--- config.mk ---
export PLATFORM = sky130hd
export DESIGN_NAME = cmult_scheduler
export DESIGN_NICKNAME = d
export VERILOG_FILES = /design/src/rtl/cmult_scheduler.sv
export SDC_FILE = /design/constraint.sdc
export NUM_CORES = 1
export LEC_CHECK = 0
export ABC_AREA = 1
export CELL_PAD_IN_SITES_DETAIL_PLACEMENT = 1
export CELL_PAD_IN_SITES_GLOBAL_PLACEMENT = 2
export CORE_UTILIZATION = 33
export DETAILED_ROUTE_END_ITERATION = 6
export DONT_BUFFER_PORTS = 1
export PLACE_DENSITY = 0.79
export SETUP_SLACK_MARGIN = 0.3
export SLEW_MARGIN = 20
export SYNTH_ARGS = -nofsm -noshare
export SYNTH_HDL_FRONTEND = slang
export SYNTH_SLANG_ARGS = --single-unit
--- constraint.sdc ---
create_clock -name clk -period 5 [get_ports clk]
set_input_delay 0.5 -clock clk [delete_from_list [all_inputs] [get_ports clk]]
set_output_delay 0.5 -clock clk [all_outputs]
set_load 0.02 [all_outputs]
--- src/rtl/cmult_scheduler.sv ---
// Sequenced signed complex multiplier: one shared WxW multiplier walks the four
// partial products over four cycles, result held on an out_vld/out_rdy handshake.
module cmult_scheduler #(
  parameter int W = 8
) (
  input  logic                clk,
  input  logic                rst,
  input  logic                ie,
  output logic                in_rdy,
  input  logic                conj,
  input  logic signed [W-1:0] a_r,
  input  logic signed [W-1:0] a_i,
  input  logic signed [W-1:0] b_r,
  input  logic signed [W-1:0] b_i,
  output logic                out_vld,
  input  logic                out_rdy,
  output logic signed [2*W:0] p_r,
  output logic signed [2*W:0] p_i,
  output logic                busy
);

  typedef enum logic [2:0] {
    S_IDLE, S_MRR, S_MII, S_MRI, S_MIR, S_SUM, S_DONE
  } state_t;

  state_t           state_q, state_d;
  logic [W-1:0]     ar_q, ai_q, br_q, bi_q;
  logic             conj_q;
  logic [2*W-1:0]   pp1_q, pp1_d, pp2_q, pp2_d;
  logic [2*W:0]     pr_q, pr_d, pi_q, pi_d;
  logic             vld_q, vld_d;
  logic             accept;

  logic [W-1:0]     mx, my;
  logic [2*W-1:0]   prod;
  logic [2*W:0]     pp1_x, pp2_x, sum_r, sum_i;

  assign accept = (state_q == S_IDLE) && ie;

  // Operand select for the single shared multiplier, keyed by state.
  always_comb begin
    mx = ar_q;
    my = br_q;
    case (state_q)
      S_MII:   begin mx = ai_q; my = bi_q; end
      S_MRI:   begin mx = ar_q; my = bi_q; end
      S_MIR:   begin mx = ai_q; my = br_q; end
      default: begin mx = ar_q; my = br_q; end
    endcase
  end

  // Low 2W bits of the product of sign-extended operands are the signed product.
  assign prod  = {{W{mx[W-1]}}, mx} * {{W{my[W-1]}}, my};
  assign pp1_x = {pp1_q[2*W-1], pp1_q};
  assign pp2_x = {pp2_q[2*W-1], pp2_q};
  assign sum_r = conj_q ? (pp1_x + pp2_x) : (pp1_x - pp2_x);
  assign sum_i = conj_q ? (pp2_x - pp1_x) : (pp1_x + pp2_x);

  always_comb begin
    state_d = state_q;
    pp1_d   = pp1_q;
    pp2_d   = pp2_q;
    pr_d    = pr_q;
    pi_d    = pi_q;
    vld_d   = vld_q;
    case (state_q)
      S_IDLE: if (ie) state_d = S_MRR;
      S_MRR: begin
        pp1_d   = prod;
        state_d = S_MII;
      end
      S_MII: begin
        pp2_d   = prod;
        state_d = S_MRI;
      end
      S_MRI: begin
        pr_d    = sum_r;
        pp1_d   = prod;
        state_d = S_MIR;
      end
      S_MIR: begin
        pp2_d   = prod;
        state_d = S_SUM;
      end
      S_SUM: begin
        pi_d    = sum_i;
        vld_d   = 1'b1;
        state_d = S_DONE;
      end
      S_DONE: if (out_rdy) begin
        vld_d   = 1'b0;
        state_d = S_IDLE;
      end
      default: state_d = S_IDLE;
    endcase
  end

  always_ff @(posedge clk) begin
    if (rst) begin
      state_q <= S_IDLE;
      ar_q    <= '0;
      ai_q    <= '0;
      br_q    <= '0;
      bi_q    <= '0;
      conj_q  <= 1'b0;
      pp1_q   <= '0;
      pp2_q   <= '0;
      pr_q    <= '0;
      pi_q    <= '0;
      vld_q   <= 1'b0;
    end else begin
      state_q <= state_d;
      pp1_q   <= pp1_d;
      pp2_q   <= pp2_d;
      pr_q    <= pr_d;
      pi_q    <= pi_d;
      vld_q   <= vld_d;
      if (accept) begin
        ar_q   <= a_r;
        ai_q   <= a_i;
        br_q   <= b_r;
        bi_q   <= b_i;
        conj_q <= conj;
      end
    end
  end

  assign in_rdy  = (state_q == S_IDLE) && !rst;
  assign busy    = (state_q != S_IDLE);
  assign out_vld = vld_q;
  assign p_r     = pr_q;
  assign p_i     = pi_q;

endmodule

==> flow_summary.json <==
{
  "fin_tns_setup_ns": 0,
  "cts_tree": "done",
  "gp_congestion": 0.923,
  "finalCritPeriodShare": 0.965,
  "cts.clk_slew.worst_paths_ns": 0.08,
  "pwr-share-comb": 0.580,
  "max_freq_mhz": 207,
  "synth_area_per_cell_sq_um": 6.67,
  "dp.final_hpwl_microns": 24300,
  "final_cell_mix": "312 x nand2_1, 245 x inv_1, 109 x a21oi_1, 106 x nor2_1, 103 x nand3_1",
  "total_power_mw": 4.17,
  "power.switching_mw": 2.00,
  "ant_nets": 0,
  "cp_data_arrival_time_ns": 5.08,
  "die_x_microns": 172,
  "vdd_drop_max_uv": 156,
  "grt.total_usage": 0.219,
  "antenna_found_initial": 0,
  "port_buffers": 0,
  "placed_cell_area_sq_mm": 0.0101,
  "initial_core_util": 0.335,
  "synth_warnings": 0,
  "num_vias": 8941,
  "path_max_fanout": 8,
  "p_per_area_mw_per_mm2": 368,
  "clk_root_buffer_cell": "clkbuf_16",
  "initialDrtViolationCount": 281,
  "place_inst": 1794,
  "fin_ws_ns": 0.175,
  "hold_viol_final": 0,
  "post-place-ws_ns": -0.180,
  "htree_levels": 3,
  "sequentialPowerShare": 0.233,
  "instances_no_fill": 1856,
  "drive_above_1_share": 0.157,
  "pin_count": 74,
  "grt.overflow.total": 0,
  "yosysSeqAreaShare": 0.215,
  "drv_slew": 0,
  "die_area_sq_mm": 0.0297,
  "syn_area_sq_mm": 0.00958,
  "drv_cap": 0,
  "viasPerCell": 4.82,
  "critPathLaunchType": "flip-flop",
  "slew_headroom": 0.520,
  "clkSinkCount": 103,
  "final_net_count": 1639,
  "rsz0062_at_grt": "yes",
  "synth_cells": 1436,
  "p_int_mw": 2.17,
  "die_h_microns": 172,
  "cts_hold_buf": 0,
  "insertedDiodeCount": 0,
  "clock_latency_ns": 0.37,
  "p_leak_nw": 5.57,
  "finalCriticalPeriod_ns": 4.83,
  "drt-wirelength-per-cell_microns": 16.9,
  "grt_pass1_vias": 9454,
  "setup-violations-final": 0,
  "fillCellCount": 3601,
  "ys_types": 44,
  "tightestPinTransition_ns": 0.718,
  "remaining_drc_errors": 0,
  "first_pass_iters": 4,
  "syn_nets": 1608,
  "area_growth_pct": 18.2,
  "status": "finished clean",
  "rows": 62,
  "design_area_sq_mm": 0.0113,
  "power.share.switching": 0.479,
  "synth_seq_cells": 103,
  "worstSetupEndpointType": "flip-flop",
  "p_clk_frac": 0.187,
  "numCtsBuffers": 9,
  "coreArea_sq_mm": 0.0286,
  "worstSetupPathType": "flip-flop to flip-flop",
  "hold_path.class": "input pin to flip-flop",
  "clock_tree.buffer_depth": 2,
  "final_common_cell": "nand2_1",
  "grt_pass1_wl_microns": 49600,
  "cp.required_ns": 5.26,
  "grt_max_degree": 47,
  "fin_skew_ns": 0.0106,
  "wl_microns": 31400
}
[per-layer routing]
| layer | share of wire | routed length (microns) | vias to the layer above | GRT usage |
|---|---|---|---|---|
| met5 | 0 | 0 | - | 0 |
| met4 | 0.036 | 1120 | 0 | 0.0854 |
| met3 | 0.020 | 626 | 58 | 0.0252 |
| met2 | 0.51 | 16200 | 121 | 0.409 |
| met1 | 0.43 | 13500 | 4235 | 0.251 |
| li1 | - | - | 4527 | - |
[kinds of logic (layout without fill, tap and decap cells)]
family                     Yosys count  in the layout  share of synthesized area
xor gates and xnor gates            20             20                     0.0183
and+or+nand+nor                    594            595                      0.260
adders and majority gates          135            135                      0.222
buffers and inverters              337            372                      0.139
AOI/OAI and AO/OA                  247            247                      0.146
DFF                                103            103                      0.215
[synth_stat cells, drive strengths merged]
cell type / count / area (sq um)
nand2: 330 / 1250
dfxtp: 103 / 2060
fa: 58 / 1160
o21ai: 93 / 522
a21o: 3 / 22.5
nor2: 129 / 538
o41ai: 1 / 8.76
a211oi: 1 / 7.51
a21oi: 116 / 592
nor3: 7 / 35.0
buf: 26 / 158
nand4: 7 / 43.8
xnor2: 4 / 35.0
nand3: 109 / 551
o211ai: 17 / 128
ha: 77 / 963
inv: 283 / 1060
o21bai: 7 / 52.6
nand3b: 4 / 30.0
or2: 6 / 37.5
clkbuf: 26 / 98.8
clkinv: 2 / 7.51
xor2: 16 / 140
and2: 2 / 12.5
o211a: 1 / 10.0
a31oi: 7 / 43.8
o31ai: 1 / 7.51
[through the flow]
step / hold WS, ns / utilization
after global routing: 0.175 / 0.396
final: 0.190 / 0.396
after floorplan: 0.430 / -
after global placement: 0.445 / 0.352
after detailed placement: 0.448 / 0.352
after CTS: 0.173 / 0.381
[registers in the layout (all words and copies together) (netlist names)]
signal,cells
pp1_q,16
br_q,8
out_vld,1
conj_q,1
p_r,17
pp2_q,16
p_i,17
bi_q,8
state_q,3
ar_q,8
ai_q,8
[power groups by stage]
stage | registers (mW) | clock network (mW) | logic [mW]
6_report | 0.973 | 0.781 | 2.42
3_3_place_gp | 0.985 | 0 | 1.99
5_1_grt | 0.985 | 0.841 | 2.73
4_1_cts | 0.973 | 0.809 | 2.22
3_5_place_dp | 0.990 | 0 | 2.05
2_1_floorplan | 0.972 | 0 | 1.52
[worst max-delay path, stage by stage (launching register included)]
cell      delay (ns)
dfxtp_2         0.35
inv_1           0.22
nor2_8          0.08
inv_8           0.09
nand2_8         0.09
buf_12          0.14
o21ai_4         0.18
inv_2           0.09
nor2_4          0.10
inv_2           0.06
fa_2            0.62
buf_4           0.14
fa_1            0.42
fa_1            0.51
inv_1           0.05
fa_1            0.48
ha_4            0.31
inv_2           0.06
nor3_4          0.20
nand3_1         0.14
nand4_1         0.14
nand3_1         0.10
o211ai_1        0.09
inv_1           0.05
[worst paths after layout]
check                                              from                 endpoint  slack (ns)  depth (start not counted)
worst min-delay path                                rst  state_q[1]$_SDFFE_PP0P_        0.19                          1
worst max-delay path            state_q[1]$_SDFFE_PP0P_   pp1_q[14]$_SDFFE_PP0P_        0.17                         23
worst min register to register     br_q[6]$_SDFFE_PP0P_     br_q[6]$_SDFFE_PP0P_        0.46                          2
worst max register to register  state_q[1]$_SDFFE_PP0P_   pp1_q[14]$_SDFFE_PP0P_        0.17                         23
[cell type report]
class | instances | area (sq um) | area share
inverter | 285 | 1100 | 0.0969
tap | 384 | 480 | 0.0424
sequential | 103 | 2070 | 0.183
clock buffer | 9 | 225 | 0.0199
timing repair buffer | 71 | 638 | 0.0564
clock inverter | 7 | 91.3 | 0.00807
multi-input combinational | 997 | 6720 | 0.593
[repair_timing]
action | CTS | global route
resized for setup | 70 | 68
cloned | 1 | 1
hold endpoints to repair | 0 | 0
buffers inserted | 28 | 16
setup endpoints to repair | 18 | 18
pin swaps | 29 | 27
No activity file was read; power rests on OpenSTA's default activity.
